### src/rtl/trap_controller_if.sv
// ---------------------------------------------------------------------------
// trap_controller_if
//
// MMIO register bus between the interconnect and the trap controller.
//
// Signals:
//   busWriteEnable  register write strobe from the interconnect
//   busRegSelect    register select: 0 MASK, 1 PENDING (W1C), 2 GIE, 3 STATUS
//   busWriteData    write data
//   busReadData     combinational read data for the selected register
//
// Modports:
//   master  interconnect side (drives strobe/select/data, reads data back)
//   slave   trap controller side
// ---------------------------------------------------------------------------
interface trap_controller_if;
    logic        busWriteEnable;
    logic [1:0]  busRegSelect;
    logic [31:0] busWriteData;
    logic [31:0] busReadData;

    modport master (
        output busWriteEnable,
        output busRegSelect,
        output busWriteData,
        input  busReadData
    );

    modport slave (
        input  busWriteEnable,
        input  busRegSelect,
        input  busWriteData,
        output busReadData
    );
endinterface

### src/rtl/trap_controller.sv
// ---------------------------------------------------------------------------
// trap_controller
//
// Trap/interrupt sequencer in front of the core. External interrupt lines are
// synchronised, edge-detected and latched as pending bits. At an instruction
// boundary an eligible interrupt is taken: the CSR unit is told to capture the
// PC into MEPC and the PC mux is steered to the trap vector. A retiring MRET
// steers the PC mux back to MEPC.
//
// Ports:
//   clock           core clock
//   resetActiveLow  asynchronous active-low reset
//   irqLines        asynchronous level-high interrupt requests
//   instrRetire     core is at an instruction boundary this cycle
//   mretDetected    retiring instruction is MRET (qualified by instrRetire)
//   bus             MMIO register interface (slave side)
//   csrWriteEnable  one-cycle pulse: CSR unit captures PC into MEPC
//   trapTaken       one-cycle pulse: PC mux selects trapVector
//   trapReturn      one-cycle pulse: PC mux selects mepcValue
//   trapVector      constant handler entry address
//   trapCause       index of the interrupt most recently taken
//   inTrap          high while the handler runs
// ---------------------------------------------------------------------------
module trap_controller #(
    parameter int unsigned NUM_IRQ     = 4,
    parameter logic [31:0] TRAP_VECTOR = 32'h0000_0100,
    parameter int unsigned SYNC_STAGES = 2
) (
    input  logic               clock,
    input  logic               resetActiveLow,
    input  logic [NUM_IRQ-1:0] irqLines,
    input  logic               instrRetire,
    input  logic               mretDetected,
    trap_controller_if.slave   bus,
    output logic               csrWriteEnable,
    output logic               trapTaken,
    output logic               trapReturn,
    output logic [31:0]        trapVector,
    output logic [31:0]        trapCause,
    output logic               inTrap
);

    // The encoding is software-visible through STATUS, so it is fixed.
    typedef enum logic [1:0] {
        IDLE    = 2'd0,
        CAPTURE = 2'd1,
        HANDLER = 2'd2,
        RETURN  = 2'd3
    } state_t;

    localparam logic [1:0] SEL_MASK    = 2'd0;
    localparam logic [1:0] SEL_PENDING = 2'd1;
    localparam logic [1:0] SEL_GIE     = 2'd2;
    localparam logic [1:0] SEL_STATUS  = 2'd3;

    logic [NUM_IRQ-1:0] sync_q [SYNC_STAGES];
    logic [NUM_IRQ-1:0] sync_d [SYNC_STAGES];
    logic [NUM_IRQ-1:0] prev_q, prev_d;
    logic [NUM_IRQ-1:0] pending_q, pending_d;
    logic [NUM_IRQ-1:0] mask_q, mask_d;
    logic               gie_q, gie_d;
    state_t             state_q, state_d;
    logic [31:0]        cause_q, cause_d;
    logic               csr_we_q, csr_we_d;
    logic               taken_q, taken_d;
    logic               return_q, return_d;
    logic               in_trap_q, in_trap_d;

    logic [NUM_IRQ-1:0] rise;
    logic [NUM_IRQ-1:0] w1c;
    logic [NUM_IRQ-1:0] active;
    logic               eligible;
    logic [31:0]        win_idx;
    logic [31:0]        read_data;
    logic               unused_wdata;

    // Only the low NUM_IRQ write-data bits are ever stored.
    assign unused_wdata = ^bus.busWriteData;

    // Synchroniser chain followed by a rising-edge detector; prev_q holds the
    // last synchronised value so a held-high line only pends once.
    always_comb begin
        sync_d[0] = irqLines;
        for (int s = 1; s < int'(SYNC_STAGES); s++) begin
            sync_d[s] = sync_q[s-1];
        end
        prev_d = sync_q[SYNC_STAGES-1];
        rise   = sync_q[SYNC_STAGES-1] & ~prev_q;
    end

    // Register writes and pending update. A bus W1C loses to a same-cycle
    // edge, but the clear of the bit being taken beats everything.
    always_comb begin
        mask_d = mask_q;
        gie_d  = gie_q;
        w1c    = '0;
        if (bus.busWriteEnable) begin
            case (bus.busRegSelect)
                SEL_MASK:    mask_d = bus.busWriteData[NUM_IRQ-1:0];
                SEL_PENDING: w1c    = bus.busWriteData[NUM_IRQ-1:0];
                SEL_GIE:     gie_d  = bus.busWriteData[0];
                default:     ;
            endcase
        end
        pending_d = (pending_q & ~w1c) | rise;
        if (state_q == CAPTURE) begin
            for (int i = 0; i < int'(NUM_IRQ); i++) begin
                if (cause_q == 32'(i)) begin
                    pending_d[i] = 1'b0;
                end
            end
        end
    end

    // Fixed priority: lowest enabled pending index wins.
    always_comb begin
        active   = pending_q & mask_q;
        eligible = gie_q & (|active);
        win_idx  = '0;
        for (int i = int'(NUM_IRQ) - 1; i >= 0; i--) begin
            if (active[i]) begin
                win_idx = 32'(i);
            end
        end
    end

    // Next state plus the pulse/level outputs, which are registered from the
    // next state so they line up with the state they describe.
    always_comb begin
        state_d = state_q;
        cause_d = cause_q;
        case (state_q)
            IDLE: begin
                if (eligible && instrRetire) begin
                    state_d = CAPTURE;
                    cause_d = win_idx;
                end
            end
            CAPTURE: state_d = HANDLER;
            HANDLER: begin
                if (mretDetected && instrRetire) begin
                    state_d = RETURN;
                end
            end
            RETURN:  state_d = IDLE;
            default: state_d = IDLE;
        endcase
        csr_we_d  = (state_d == CAPTURE);
        taken_d   = (state_d == CAPTURE);
        return_d  = (state_d == RETURN);
        in_trap_d = (state_d == HANDLER);
    end

    always_ff @(posedge clock or negedge resetActiveLow) begin
        if (!resetActiveLow) begin
            for (int s = 0; s < int'(SYNC_STAGES); s++) begin
                sync_q[s] <= '0;
            end
            prev_q    <= '0;
            pending_q <= '0;
            mask_q    <= '0;
            gie_q     <= 1'b0;
            state_q   <= IDLE;
            cause_q   <= '0;
            csr_we_q  <= 1'b0;
            taken_q   <= 1'b0;
            return_q  <= 1'b0;
            in_trap_q <= 1'b0;
        end else begin
            for (int s = 0; s < int'(SYNC_STAGES); s++) begin
                sync_q[s] <= sync_d[s];
            end
            prev_q    <= prev_d;
            pending_q <= pending_d;
            mask_q    <= mask_d;
            gie_q     <= gie_d;
            state_q   <= state_d;
            cause_q   <= cause_d;
            csr_we_q  <= csr_we_d;
            taken_q   <= taken_d;
            return_q  <= return_d;
            in_trap_q <= in_trap_d;
        end
    end

    // Register read mux; unused upper bits read as zero.
    always_comb begin
        read_data = '0;
        case (bus.busRegSelect)
            SEL_MASK:    read_data[NUM_IRQ-1:0] = mask_q;
            SEL_PENDING: read_data[NUM_IRQ-1:0] = pending_q;
            SEL_GIE:     read_data[0]           = gie_q;
            SEL_STATUS:  read_data[2:0]         = {state_q, in_trap_q};
            default:     read_data              = '0;
        endcase
    end

    assign bus.busReadData = read_data;
    assign csrWriteEnable  = csr_we_q;
    assign trapTaken       = taken_q;
    assign trapReturn      = return_q;
    assign trapVector      = TRAP_VECTOR;
    assign trapCause       = cause_q;
    assign inTrap          = in_trap_q;

endmodule

### src/flat_wrapper.sv
// flat-port wrapper written by rule: the top's interface ports become plain ports
module trap_controller_flat 
#(
    parameter int unsigned NUM_IRQ     = 4,
    parameter logic [31:0] TRAP_VECTOR = 32'h0000_0100,
    parameter int unsigned SYNC_STAGES = 2
)
  (clock, resetActiveLow, irqLines, instrRetire, mretDetected, csrWriteEnable, trapTaken, trapReturn, trapVector, trapCause, inTrap, bus_busWriteEnable, bus_busRegSelect, bus_busWriteData, bus_busReadData);
  trap_controller_if bus_i ();
  input  logic clock;
  input  logic resetActiveLow;
  input  logic [NUM_IRQ-1:0] irqLines;
  input  logic instrRetire;
  input  logic mretDetected;
  output logic csrWriteEnable;
  output logic trapTaken;
  output logic trapReturn;
  output logic [31:0] trapVector;
  output logic [31:0] trapCause;
  output logic inTrap;
  input wire logic [$bits(bus_i.busWriteEnable)-1:0] bus_busWriteEnable;
  input wire logic [$bits(bus_i.busRegSelect)-1:0] bus_busRegSelect;
  input wire logic [$bits(bus_i.busWriteData)-1:0] bus_busWriteData;
  output wire logic [$bits(bus_i.busReadData)-1:0] bus_busReadData;
  assign bus_i.busWriteEnable = bus_busWriteEnable;
  assign bus_i.busRegSelect = bus_busRegSelect;
  assign bus_i.busWriteData = bus_busWriteData;
  assign bus_busReadData = bus_i.busReadData;
  trap_controller #(.NUM_IRQ(NUM_IRQ), .TRAP_VECTOR(TRAP_VECTOR), .SYNC_STAGES(SYNC_STAGES)) u_core (.clock(clock), .resetActiveLow(resetActiveLow), .irqLines(irqLines), .instrRetire(instrRetire), .mretDetected(mretDetected), .bus(bus_i), .csrWriteEnable(csrWriteEnable), .trapTaken(trapTaken), .trapReturn(trapReturn), .trapVector(trapVector), .trapCause(trapCause), .inTrap(inTrap));
endmodule
### config.mk
export PLATFORM = sky130hd
export DESIGN_NAME = trap_controller_flat
export DESIGN_NICKNAME = d
export VERILOG_FILES = /design/src/rtl/trap_controller_if.sv /design/src/rtl/trap_controller.sv /design/src/flat_wrapper.sv
export SDC_FILE = /design/constraint.sdc
export NUM_CORES = 1
export LEC_CHECK = 0
export ABC_AREA = 1
export CORE_UTILIZATION = 30
export CTS_CLUSTER_SIZE = 12
export DETAILED_ROUTE_END_ITERATION = 6
export PLACE_DENSITY = 0.7
export SKIP_LAST_GASP = 1
export SLEW_MARGIN = 20
export SYNTH_ARGS = -nofsm -noshare
export SYNTH_HDL_FRONTEND = slang
export SYNTH_SLANG_ARGS = --single-unit
### constraint.sdc
create_clock -name clock -period 1.25 [get_ports clock]
set_input_delay 0.25 -clock clock [delete_from_list [all_inputs] [get_ports clock]]
set_output_delay 0.25 -clock clock [all_outputs]
set_load 0.02 [all_outputs]
==> summary.md, run 1 <==
| Metric | Value |
|---|---|
| Worst r2r src | u_core.state_q[1] |
| Final Critical Period | between 1 and 1.5 ns |
| Worst Setup SP | u_core.mask_q[3] |
| DR WL/cell | between 8 and 9 µm |
| Filler cells | approximately 600 |
| Synth cell types | 19 |
| Core area | roughly 6000 µm² |
| CTS H-Tree Depth | 1 |
| Number of buffers created by CTS | 3 |
| Fin nets | a little over 300 |
| Clock-pin slew on the worst setup and hold paths | ~0.1 ns |
| Crit share post-route | 105% |
| Dpl ws | -0.885 ns |
| Total placed instance area | roughly 2000 µm² |
| FMAX | roughly 0.76 GHz |
| Failing checks | negative setup slack |
| Clock buffer depth | 2 |
| Net Sw Frac | 40.0% |
| Slowest CP cell | dfrtp_1 |
| Die H | 81.2 µm |
| Multi-input gate area | slightly below 900 µm² |
| Fin Hold WS | 0.310 ns |
| DIE AREA | roughly 6600 µm² |
| Fraction of layout cells with a size suffix above 1 | between 20 and 30% |
| Min setup slack post-route | -0.0645 ns |
| Most frequent cells in the layout | conb_1 (90), dfrtp_1 (28), buf_4 (23), nand2_1 (20) |
| Seq. cell area | ~700 µm² |
| Cell Area, Synth | 1880 µm² |
| Clock sinks | 28 |
| Diodes inserted | 0 |
| Pint | ~2.3 mW |
| Maximum VDD drop | ~1.0 mV |
| Area leader, netlist | dfrtp_1 |
| Slew Limit Fails | 0 |
| Gate Count Post-Synth | 213 |
| Critical Path AT | around 1.1 ns |
| Initial Utilization | 31.4% |
| DR DRC count | 0 |
| Placed Instances | 332 |
| Seq pwr share | between 30% and 40% |
| Initial antenna violation count | 0 |
| Comb pwr share | 48.1% |
| Drt total wl | about 3.0 mm |
| Critical path capture point type | output port |
| Yosys reg bits | 28 |
| Io pins | between 100 and 150 |
| Cell Chain, Critical Path | a22o_2 -> buf_6 |
| Clock Root Buffer | clkbuf_8 |
| Bufs and invs on worst path | 1 |
| Finish-stage setup viols | 2 |
| IO buf count | 24 |
| Leak pwr | ~1.2 nW |
| Synth top area share | 37.2% |
| GRT Util Overall | under 10% |
| Sw Pwr | around 1.5 mW |
| PwrDens | around 1700 nW/µm² |
| Vias in the first global route | 1020 |
| GR Overflow Total | 0 |
| Hold Path Class | in -> async |
| Post-DRT Antenna Nets | 0 |
| Final Wtd Congestion | about 0.85 |
| Synth top area cells | dfrtp_1 (37%), buf_4 (36%), nand2_1 (5.4%) |
| Status | finished, violations left |
| Clock skew | roughly 0.0047 ns |
| Dpl hpwl | about 2.3 mm |
| Crit Path Max Fanout | 2 |
| Area growth, synth to finish | 17.4% |
| Critical path required time | 1.00 ns |
| Max-cap viol count | 0 |
| Total Power | around 3.8 mW |
| RSZ-0062 raised after global routing | true |
| Final hold vios | 0 |
| Largest net degree at the start of global routing | 29 |
| Synth Warn # | 0 |
| FP Rows | 28 |
| Crit path largest cell delay | roughly 0.40 ns |
| Crit path launch type | register |
| Critical path class | reg -> out |
| Clock power frac | about a fifth |
| First-pass GRT wire length | 4.63 mm |
| Commonest non-fill, non-tap cell in the layout | conb_1 |
| Drt via density | between 3 and 4 |
| Seq/Total Area, Yosys | a little under two fifths |
| Via Count | 1189 |
| Initial DRT Pass Iterations | 4 |
| Syn_area_per_cell | just under 9 µm² |
| Die width | ~80 µm |
| Final non-filler cell total | roughly 340 |
| Cell area after layout | between 2000 and 2500 µm² |
| CP delay by family, top | flip-flops |
| DRT iter0 DRCs | 14 |
| Clock Latency Late Sink | 0.28 ns |
| # hold bufs at CTS | 0 |
| CTS tree | done |
==> state kept, by name, indices dropped and copies added, names as in the netlist <==
| name | count |
|---|---|
| u_core.csrWriteEnable | 1 |
| u_core.gie_q | 1 |
| u_core.inTrap | 1 |
| u_core.mask_q | 4 |
| u_core.pending_q | 4 |
| u_core.prev_d | 4 |
| u_core.prev_q | 4 |
| u_core.state_q | 2 |
| u_core.sync_d | 4 |
| u_core.trapCause | 2 |
| u_core.trapReturn | 1 |
==> synth_stat cells <==
cell type	count
a22o_2	1
nand2_4	1
nand4_1	1
buf_4	91
a22oi_1	4
dfrtp_1	28
inv_2	1
a21boi_0	1
conb_1	2
nand3_1	14
inv_1	16
o21ai_0	3
nor3_1	4
nor2_4	2
ha_1	4
nand2_1	27
a21oi_1	1
nor2_1	9
mux2_4	3
==> final timing paths <==
path,to,slack [ns],cells after the start
max reg2reg,u_core.csrWriteEnable,0.05,8
min reg2reg,u_core.prev_d[2],0.35,0
min in group clock,u_core.gie_q,0.31,4
max,bus_busReadData[3],-0.06,2
min,u_core.sync_d[3],0.31,2
max in group asynchronous,u_core.mask_q[0],0.79,2
==> cell families (layout without fill, tap and decap cells) <==
group / after synthesis / in the layout / synth area share (%)
adders and majority gates: 4 / 4 / 2.66
DFF: 28 / 28 / 37.2
muxes: 3 / 3 / 2.39
AOI/OAI and AO/OA: 10 / 10 / 3.59
other: 2 / 90 / 0.399
buffers and inverters: 108 / 69 / 39.7
and+or+nand+nor: 58 / 58 / 14.1
==> layout make-up <==
class,instances,share of cell area (%)
clock inverter,1,1.36
tap,75,4.24
clock buffer,3,1.87
timing repair buffer,48,18.6
inverter,17,3.00
multi-input combinational,165,39.2
sequential,28,31.7
==> worst reg2reg max path, stage by stage, from the launching register on <==
cell,delay (ns)
dfrtp_1,0.41
buf_4,0.15
inv_2,0.08
ha_4,0.13
inv_2,0.03
nor2_2,0.11
nand2_2,0.06
nand2_2,0.08
nor2_1,0.04
==> metrics by stage <==
step / util (%) / setup TNS, ns
global route: 36.9 / -0.331
global placement: 34.2 / -6.50
CTS: 35.5 / -0.142
detailed placement: 34.2 / -7.08
floorplan: - / 0
finish: 36.9 / -0.0900
==> timing repair <==
| action | in CTS | in global routing |
|---|---|---|
| pin swaps | 6 | 10 |
| hold endpoints to repair | 0 | 0 |
| setup endpoints to repair | 21 | 18 |
| gates resized for setup | 48 | 30 |
| setup buffers | 1 | 0 |
==> per-layer routing <==
layer | up-vias | global-route usage (%) | wire [µm]
li1 | 578 | - | -
met1 | 544 | 10.9 | 1190
met2 | 62 | 16.7 | 1620
met3 | 5 | 1.80 | 160
met4 | 0 | 4.29 | 51
met5 | - | 0 | 0
==> power groups by stage <==
stage	combinational, mW	clock (mW)	sequential [mW]
final	1.80	0.719	1.23
after global routing	2.00	0.774	1.25
after CTS	1.61	0.732	1.23
after detailed placement	1.62	0	1.24
after global placement	1.59	0	1.24
after floorplan	1.03	0	1.33
No activity file was read; power rests on OpenSTA's default activity.
==> inputs of run 2 (changes only) <==
- CTS_BUF_LIST: unset -> sky130_fd_sc_hd__clkbuf_4 sky130_fd_sc_hd__clkbuf_8 sky130_fd_sc_hd__clkbuf_16
==> results of run 2 <==
No change in the layout: final DEF, timing and power equal those of run 1.
==> patch: new RTL, settings of run 1 <==
`SYNC_STAGES` is set to 2 in 2 places; all go to 4.
--- a/src/rtl/trap_controller.sv
+++ b/src/rtl/trap_controller.sv
@@ -24,7 +24,7 @@
 module trap_controller #(
     parameter int unsigned NUM_IRQ     = 4,
     parameter logic [31:0] TRAP_VECTOR = 32'h0000_0100,
-    parameter int unsigned SYNC_STAGES = 2
+    parameter int unsigned SYNC_STAGES = 4
 ) (
     input  logic               clock,
     input  logic               resetActiveLow,
--- a/src/flat_wrapper.sv
+++ b/src/flat_wrapper.sv
@@ -3,7 +3,7 @@
 #(
     parameter int unsigned NUM_IRQ     = 4,
     parameter logic [31:0] TRAP_VECTOR = 32'h0000_0100,
-    parameter int unsigned SYNC_STAGES = 2
+    parameter int unsigned SYNC_STAGES = 4
 )
   (clock, resetActiveLow, irqLines, instrRetire, mretDetected, csrWriteEnable, trapTaken, trapReturn, trapVector, trapCause, inTrap, bus_busWriteEnable, bus_busRegSelect, bus_busWriteData, bus_busReadData);
   trap_controller_if bus_i ();
Behaviour: not the same (a bounded check fails within 4 cycles, from zero or initial values and one cycle with resetActiveLow low).
==> patch against run 1 <==
- the run still ends with setup timing left
- sequential cell count rose by 8
- critical path depth stayed put
- power rose by 17%
- count of clock-buffer cells in the layout grew 2
- synthesized area increased by 11%
- worst setup slack improved by 16 ps
- wire length grew 10%
- final area is 12% higher
- largest power group unchanged
==> patch: results (changes against run 1) <==
stage,metric,value,unit,change
clock_tree,CTS buffer count,5,,was 3
cells_and_area,fraction of layout cells with a size suffix above 1,27.1,%,was 26.0%
placed_design,Placement Cell Area,2260,µm²,was 2050 µm²
timing,Fin Clk Skew,5.63,ps,was 4.69 ps
routing,detail-routed via count per cell,3.68,,was 3.53
worst_setup_path,RR Endpoint,u_core.trapReturn,,was u_core.csrWriteEnable
grt,first-pass GRT wire length,5.09,mm,was 4.63 mm
grt,vias in the first global route,1097,,was 1020
timing,setup total negative slack,-111,ps,was -90.0 ps
routing,Post-Route WL,3.32,mm,was 3.02 mm
timing,Setup WS post-layout,-48.9,ps,was -64.5 ps
synthesis,Synth area leaders,"dfrtp_1 (43%), buf_4 (33%), nand2_1 (4.9%)",,"was dfrtp_1 (37%), buf_4 (36%), nand2_1 (5.4%)"
routing,Iter 0 DRT Violations,96,,was 14
clock_tree,CTS H-tree depth,2,,was 1
placed_design,pre-CTS WS,-889,ps,was -885 ps
placed_design,IO Port Bufs,24,,unchanged
cells_and_area,nets@finish,323,,was 310
synthesis,synth cell count leaders,"buf_4 (91), dfrtp_1 (36), nand2_1 (27)",,"was buf_4 (91), dfrtp_1 (28), nand2_1 (27)"
timing,Setup-failing EPs final,4,,was 2
outcome,status,"finished, violations left",,unchanged
grt,largest net degree at the start of global routing,37,,was 29
outcome,failing checks,setup timing,,unchanged
placed_design,GP Congestion,0.785,,was 0.848
grt,total track usage,8.97,%,was 9.43%
clock_tree,"CTS clk-pin slew, worst paths",70,ps,was 100 ps
synthesis,"Seq/Total Area, Yosys",43.2,%,was 37.2%
power,Net Sw Power,0.00168,W,was 0.00150 W
[patch: how the worst max path moves through the flow]
stage	start	to	slack, ps	depth (start not counted)
2_1_floorplan	u_core.state_q[0]	u_core.csrWriteEnable	190	7
3_3_place_gp	bus_busRegSelect[1]	bus_busReadData[0]	-840	5
3_5_place_dp	bus_busRegSelect[1]	bus_busReadData[1]	-890	5
4_1_cts	u_core.state_q[0]	bus_busReadData[1]	-210	3
5_1_grt	u_core.mask_q[3]	bus_busReadData[3]	-80	2
6_report	u_core.mask_q[3]	bus_busReadData[3]	-50	2
[patch: power by group through the flow]
stage	registers [W]	logic (W)	clock network, W
floorplan	0.00160	0.00103	0
global placement	0.00152	0.00158	0
detailed placement	0.00153	0.00161	0
CTS	0.00151	0.00161	0.00105
global route	0.00154	0.00203	0.00110
finish	0.00152	0.00185	0.00103
[patch: metrics by stage]
| stage | power (W) | std cells | util (%) | hold slack [ps] |
|---|---|---|---|---|
| 2_1_floorplan | 0.00263 | 309 | - | -45.6 |
| 3_3_place_gp | 0.00310 | 346 | 33.5 | 334 |
| 5_1_grt | 0.00466 | 357 | 36.5 | 342 |
| 6_report | 0.00439 | 357 | 36.5 | 323 |
| 3_5_place_dp | 0.00314 | 346 | 33.5 | 335 |
| 4_1_cts | 0.00416 | 354 | 35.3 | 322 |
[patch: cell type report]
| class | instances | share of cell area, % |
|---|---|---|
| inverter | 17 | 2.89 |
| clock buffer | 5 | 2.79 |
| sequential | 36 | 36.5 |
| timing repair buffer | 51 | 17.9 |
| multi-input combinational | 165 | 34.1 |
| clock inverter | 3 | 1.72 |
| tap | 80 | 4.06 |
[patch: repair_timing]
| item | 4_1_cts | 5_1_grt |
|---|---|---|
| buffers inserted | 0 | 3 |
| endpoints found under the hold margin | 0 | 0 |
| pin swaps | 4 | 15 |
| resized for setup | 44 | 35 |
| hold buffers | 0 | 0 |
| endpoints found under the setup margin | 24 | 17 |
[patch: metal layers]
layer / global-route usage (%) / routed length [µm] / vias to the layer above
met1: 11.2 / 1480 / 626
met5: 0 / 0 / -
li1: - / - / 617
met3: 3.02 / 235 / 5
met4: 3.18 / 43 / 0
met2: 14.4 / 1570 / 64
[patch: kinds of logic (layout without fill, tap and decap cells)]
group / count (synthesis) / count (layout) / share of synthesized area [%]
buffers and inverters: 108 / 76 / 35.9
AND/OR/NAND/NOR: 58 / 58 / 12.7
flip-flops: 36 / 36 / 43.2
AO/OA/AOI/OAI: 10 / 10 / 3.24
adder cells (fa/ha/maj): 4 / 4 / 2.40
multiplexers: 3 / 3 / 2.16
other: 2 / 90 / 0.360
